### src/rtl/sfu_ctrl.sv
// Sequencer for the SFU accumulation path: OFIFO -> SFU -> psum SRAM, num_pass x num_out vectors per job.
// Optional macro SFU_CTRL_RELU_EN clamps negative lanes to zero on the final-pass write-back.
module sfu_ctrl #(
  parameter  int col      = 8,
  parameter  int psum_bw  = 16,
  parameter  int num_pass = 9,
  parameter  int num_out  = 16,
  parameter  int addr_bw  = 4,
  localparam int pass_w   = $clog2(num_pass + 1),
  localparam int vec_w    = psum_bw * col
) (
  input  logic                clk,
  input  logic                reset,
  input  logic                start,
  output logic                busy,
  output logic                done,
  input  logic                ofifo_valid,
  input  logic [vec_w-1:0]    ofifo_out,
  output logic                ofifo_rd,
  output logic                sfu_acc,
  output logic [vec_w-1:0]    sfu_psum_in,
  input  logic [vec_w-1:0]    sfu_out,
  output logic                pmem_ren,
  output logic                pmem_wen,
  output logic [addr_bw-1:0]  pmem_addr,
  output logic [vec_w-1:0]    pmem_wdata,
  input  logic [vec_w-1:0]    pmem_rdata,
  output logic [pass_w-1:0]   pass_idx,
  output logic [addr_bw-1:0]  out_idx
);

  typedef enum logic [2:0] {
    ST_IDLE,
    ST_WAIT,
    ST_RD,
    ST_LOAD,
    ST_ACC,
    ST_WB,
    ST_DONE
  } state_t;

  state_t              state_q, state_d;
  logic [pass_w-1:0]   pass_idx_q, pass_idx_d;
  logic [addr_bw-1:0]  out_idx_q, out_idx_d;
  logic [vec_w-1:0]    vec_q, vec_d;
  logic                busy_q, busy_d;
  logic                done_q, done_d;
  logic                ofifo_rd_q, ofifo_rd_d;
  logic                sfu_acc_q, sfu_acc_d;
  logic                pmem_ren_q, pmem_ren_d;
  logic                pmem_wen_q, pmem_wen_d;
  logic [addr_bw-1:0]  pmem_addr_q, pmem_addr_d;
  logic                last_out, last_pass;
  logic [vec_w-1:0]    wb_data;

  assign last_out  = (out_idx_q == addr_bw'(num_out - 1));
  assign last_pass = (pass_idx_q == pass_w'(num_pass - 1));

  // Control outputs are decoded from the next state so they are flop outputs in the state they belong to.
  always_comb begin
    state_d     = state_q;
    pass_idx_d  = pass_idx_q;
    out_idx_d   = out_idx_q;
    vec_d       = vec_q;
    case (state_q)
      ST_IDLE: begin
        if (start) begin
          state_d    = ST_WAIT;
          pass_idx_d = '0;
          out_idx_d  = '0;
        end
      end
      ST_WAIT: begin
        if (ofifo_valid) state_d = ST_RD;
      end
      ST_RD: begin
        vec_d   = ofifo_out;
        state_d = (pass_idx_q != '0) ? ST_LOAD : ST_ACC;
      end
      ST_LOAD: state_d = ST_ACC;
      ST_ACC:  state_d = ST_WB;
      ST_WB: begin
        if (last_out) begin
          out_idx_d  = '0;
          pass_idx_d = pass_idx_q + pass_w'(1);
        end else begin
          out_idx_d  = out_idx_q + addr_bw'(1);
        end
        state_d = (last_out && last_pass) ? ST_DONE : ST_WAIT;
      end
      ST_DONE: state_d = ST_IDLE;
      default: state_d = ST_IDLE;
    endcase

    busy_d      = (state_d != ST_IDLE);
    done_d      = (state_d == ST_DONE);
    ofifo_rd_d  = (state_d == ST_RD);
    pmem_ren_d  = (state_d == ST_RD) && (pass_idx_q != '0);
    pmem_wen_d  = (state_d == ST_WB);
    sfu_acc_d   = (state_d == ST_ACC) && (pass_idx_q != '0);
    pmem_addr_d = (pmem_ren_d || pmem_wen_d) ? out_idx_q : '0;
  end

  always_ff @(posedge clk) begin
    if (reset) begin
      state_q     <= ST_IDLE;
      pass_idx_q  <= '0;
      out_idx_q   <= '0;
      vec_q       <= '0;
      busy_q      <= 1'b0;
      done_q      <= 1'b0;
      ofifo_rd_q  <= 1'b0;
      sfu_acc_q   <= 1'b0;
      pmem_ren_q  <= 1'b0;
      pmem_wen_q  <= 1'b0;
      pmem_addr_q <= '0;
    end else begin
      state_q     <= state_d;
      pass_idx_q  <= pass_idx_d;
      out_idx_q   <= out_idx_d;
      vec_q       <= vec_d;
      busy_q      <= busy_d;
      done_q      <= done_d;
      ofifo_rd_q  <= ofifo_rd_d;
      sfu_acc_q   <= sfu_acc_d;
      pmem_ren_q  <= pmem_ren_d;
      pmem_wen_q  <= pmem_wen_d;
      pmem_addr_q <= pmem_addr_d;
    end
  end

  always_comb begin
    wb_data = sfu_out;
`ifdef SFU_CTRL_RELU_EN
    if (last_pass) begin
      for (int l = 0; l < col; l++) begin
        if (sfu_out[l*psum_bw + psum_bw - 1]) wb_data[l*psum_bw +: psum_bw] = '0;
      end
    end
`endif
  end

  // Data paths follow the registered state; memory read data only exists during LOAD.
  always_comb begin
    case (state_q)
      ST_LOAD: sfu_psum_in = pmem_rdata;
      ST_ACC:  sfu_psum_in = vec_q;
      default: sfu_psum_in = '0;
    endcase
    pmem_wdata = (state_q == ST_WB) ? wb_data : '0;
  end

  // Side-effecting strobes are masked while reset is sampled so an aborted cycle never pops or touches memory.
  assign ofifo_rd  = ofifo_rd_q & ~reset;
  assign pmem_ren  = pmem_ren_q & ~reset;
  assign pmem_wen  = pmem_wen_q & ~reset;
  assign busy      = busy_q;
  assign done      = done_q;
  assign sfu_acc   = sfu_acc_q;
  assign pmem_addr = pmem_addr_q;
  assign pass_idx  = pass_idx_q;
  assign out_idx   = out_idx_q;

endmodule

### config.mk
export PLATFORM = sky130hd
export DESIGN_NAME = sfu_ctrl
export DESIGN_NICKNAME = d
export VERILOG_FILES = /design/src/rtl/sfu_ctrl.sv
export SDC_FILE = /design/constraint.sdc
export NUM_CORES = 1
export LEC_CHECK = 0
export BUFFER_PORTS_ARGS = -buffer_cell sky130_fd_sc_hd__buf_2
export CAP_MARGIN = 20
export CORE_AREA = 10 10 248 250
export CTS_CLUSTER_SIZE = 12
export DETAILED_ROUTE_END_ITERATION = 10
export DIE_AREA = 0 0 258 260
export SETUP_SLACK_MARGIN = 0.05
export SKIP_LAST_GASP = 1
export SYNTH_ARGS = -nofsm -noshare
export SYNTH_HDL_FRONTEND = slang
export SYNTH_SLANG_ARGS = --single-unit
### constraint.sdc
create_clock -name clk -period 3.9 [get_ports clk]
set_input_delay 0.39 -clock clk [delete_from_list [all_inputs] [get_ports clk]]
set_output_delay 0.39 -clock clk [all_outputs]
set_load 0.01 [all_outputs]
==> results_dict.tcl <==
set metrics [dict create \
    status "completed" \
    cts_root_buf "clkbuf_16" \
    start_util 0.1323 \
    final_cell_mix "660 x buf_2, 260 x nand2_1, 149 x dfxtp_1" \
    ys_top_cells_by_area "dfxtp_1 40%, a22o_1 15%, nand2_1 13%, and2_1 11%, a21oi_1 9.0%" \
    highest_layer "met5" \
    route.antenna.remaining_nets 0 \
    hpwl_um 39550 \
    max_stage_delay_ns 0.63 \
    period_share 0.7819 \
    first_iter_violations 509 \
    gp_congestion 0.8987 \
    arrival_ns 2.66 \
    syn-cell-area_um2 7445 \
    track_usage 0.1328 \
    maxSlewHeadroom 0.4848 \
    powerDensity_nw_per_um2 305.4 \
    grt_setup_unrepaired "false" \
    fill_cells 6477 \
    synth_async_sr_flop_share 0 \
    synth_edf_count 0 \
    cts_tree "yes" \
    cts_setup_buffers 0 \
    dieArea_um2 67080 \
    p_leak_nw 5.906 \
    setup_viol 0 \
    synth_simple_gate_area_frac 0.2798 \
    yosysTopAreaCellShare 0.4007 \
    rows 87 \
    synth_cells 966 \
    core_um2 56280 \
    fin_nets 1957 \
    synth.ff_latch_count 149 \
    path_cells "and3b_4 -> buf_12 -> a22o_1 -> buf_2" \
    worstSetupEndpointType "output port" \
    cts.sinks 149 \
    hold_path.class "in2reg" \
    path_max_fanout 76 \
    drv_cap 0 \
    clock_latency_ns 0.47 \
    synth_compound_area_frac 0.2593 \
    ios 662 \
    synthAdderAreaFrac 0.005042 \
    worst-slew-pin-transition_ns 0.7729 \
    fmax_ghz 0.3279 \
    grt_pass1_vias 9135 \
    synthMuxAreaShare 0 \
    finalSetupTns_ns 0 \
    synth_xor_area_frac 0.002353 \
    wl_met2_um 24080 \
    avgSynthCellArea_um2 7.707 \
    irDropWorstVdd_mv 0.3299 \
    synth_ff_type "dfxtp_1" \
    via_count 9091 \
    layout-drive-gt1-share 0.4528 \
    min_period_ns 3.049 \
    cp_slowest_cell "dfxtp_1" \
    start_kind "flip-flop" \
    cts.path.max_buffers 2 \
    finClkSkew_ns 0.01327 \
    syn-num-nets 1357 \
    routedWlPerCell_um 20.07 \
    final_util 0.2153 \
    antenna_found_initial 29 \
    ys_seq_area_frac 0.4007 \
    cp.required_ns 3.51 \
    grt-ovfl-total 0 \
    cts_buffers 17 \
    drt-total-wl_um 46970 \
    die_x_um 258 \
    die_y_um 260 \
    yosysTopAreaCell "dfxtp_1" \
    yosysWarnings 0 \
    area_growth_pct 62.74 \
    hold_viol 0 \
    synth_cell_types 42 \
    firstDrtPassIters 4 \
    cts_resized 0 \
    io_buffers 661 \
    htreeDepth 4 \
    wl_met1_um 16070 \
    final_common_cell "buf_2" \
    vias_per_cell 3.885 \
    grt_pass1_wl_um 63940 \
    synth_top_family_by_area "simple AND/OR/NAND/NOR gates" \
    drc 0 \
    slew_violations 0 \
    path_class "reg2out" \
    clk_pin_slew_ns 0.07 \
    grt_max_degree 77 \
    cts_hold_buf 0 \
    wl_met3_um 5122 \
]
==> cells in the mapped netlist (3+ instances only) <==
master,n
clkbuf_1,63
buf_2,20
inv_1,4
nand2_1,260
nor2b_1,8
o21ai_0,4
a22o_1,128
dfxtp_1,149
and2_1,129
ha_1,3
nor2_1,16
nand2b_1,3
nand3_1,3
buf_1,6
nor3_1,5
a21oi_1,134
==> logic make-up after synthesis <==
kind of cell	Yosys count
simple gates	439
compound gates	278
xor+xnor	2
buf+inv	95
fa+ha+maj	3
flops	149
==> area by class of cell <==
cell class,instances,area [µm²],share of cell area
clock inverter,15,170.2,0.01405
sequential,149,2983,0.2462
inverter,4,15.01,0.001239
clock buffer,17,425.4,0.03511
tap,756,945.9,0.07807
antenna,5,12.51,0.001033
multi-input combinational,722,4095,0.3380
timing repair buffer,672,3468,0.2863
==> where the power goes <==
part	switching (mW)	internal (mW)	total [mW]
registers	0.0242	1.56	1.58
clock network	0.745	0.957	1.70
logic	0.213	0.206	0.419
==> registers in the layout (all words and copies together), names as in the netlist <==
signal      count
vec_q         128
out_idx         4
pass_idx        4
pmem_addr       4
state_q         3
busy            1
done            1
ofifo_rd_q      1
pmem_ren_q      1
pmem_wen_q      1
sfu_acc         1
==> worst max-delay path, delay by kind of cell, from the launching register on <==
family	cells	cell delay (ns)
flops	1	0.63
compound gates	1	0.33
simple gates	1	0.61
buf+inv	2	0.48
==> layer usage <==
layer | vias up | GRT usage
met4 | 2 | 0.05506
met5 | - | 0
met3 | 98 | 0.06605
li1 | 4483 | -
met2 | 501 | 0.2436
met1 | 4007 | 0.1235
==> stage by stage <==
step | hold WS, ns | total power [mW] | setup WS, ns | instances | cell area [µm²]
5_1_grt | 0.1082 | 3.888 | 0.6972 | 2336 | 12110
3_3_place_gp | 0.4429 | 2.041 | 1.346 | 2303 | 11510
3_5_place_dp | 0.4465 | 2.043 | 1.324 | 2303 | 11510
6_report | 0.1475 | 3.700 | 0.8505 | 2340 | 12120
2_1_floorplan | 0.4360 | 1.756 | 2.037 | 966 | 7445
4_1_cts | 0.09271 | 3.804 | 0.7863 | 2335 | 12100
==> worst paths after layout <==
kind	slack (ns)	to	cells after the start	from
max	0.85	sfu_psum_in[126]	4	state_q[0]$_SDFF_PP0_
min	0.15	vec_q[73]$_SDFFE_PP0N_	3	ofifo_out[73]
max reg2reg	1.60	pass_idx[3]$_SDFFE_PP0P_	6	state_q[0]$_SDFF_PP0_
min reg2reg	0.45	vec_q[102]$_SDFFE_PP0N_	2	vec_q[102]$_SDFFE_PP0N_
(Power assumes the default switching activity.)
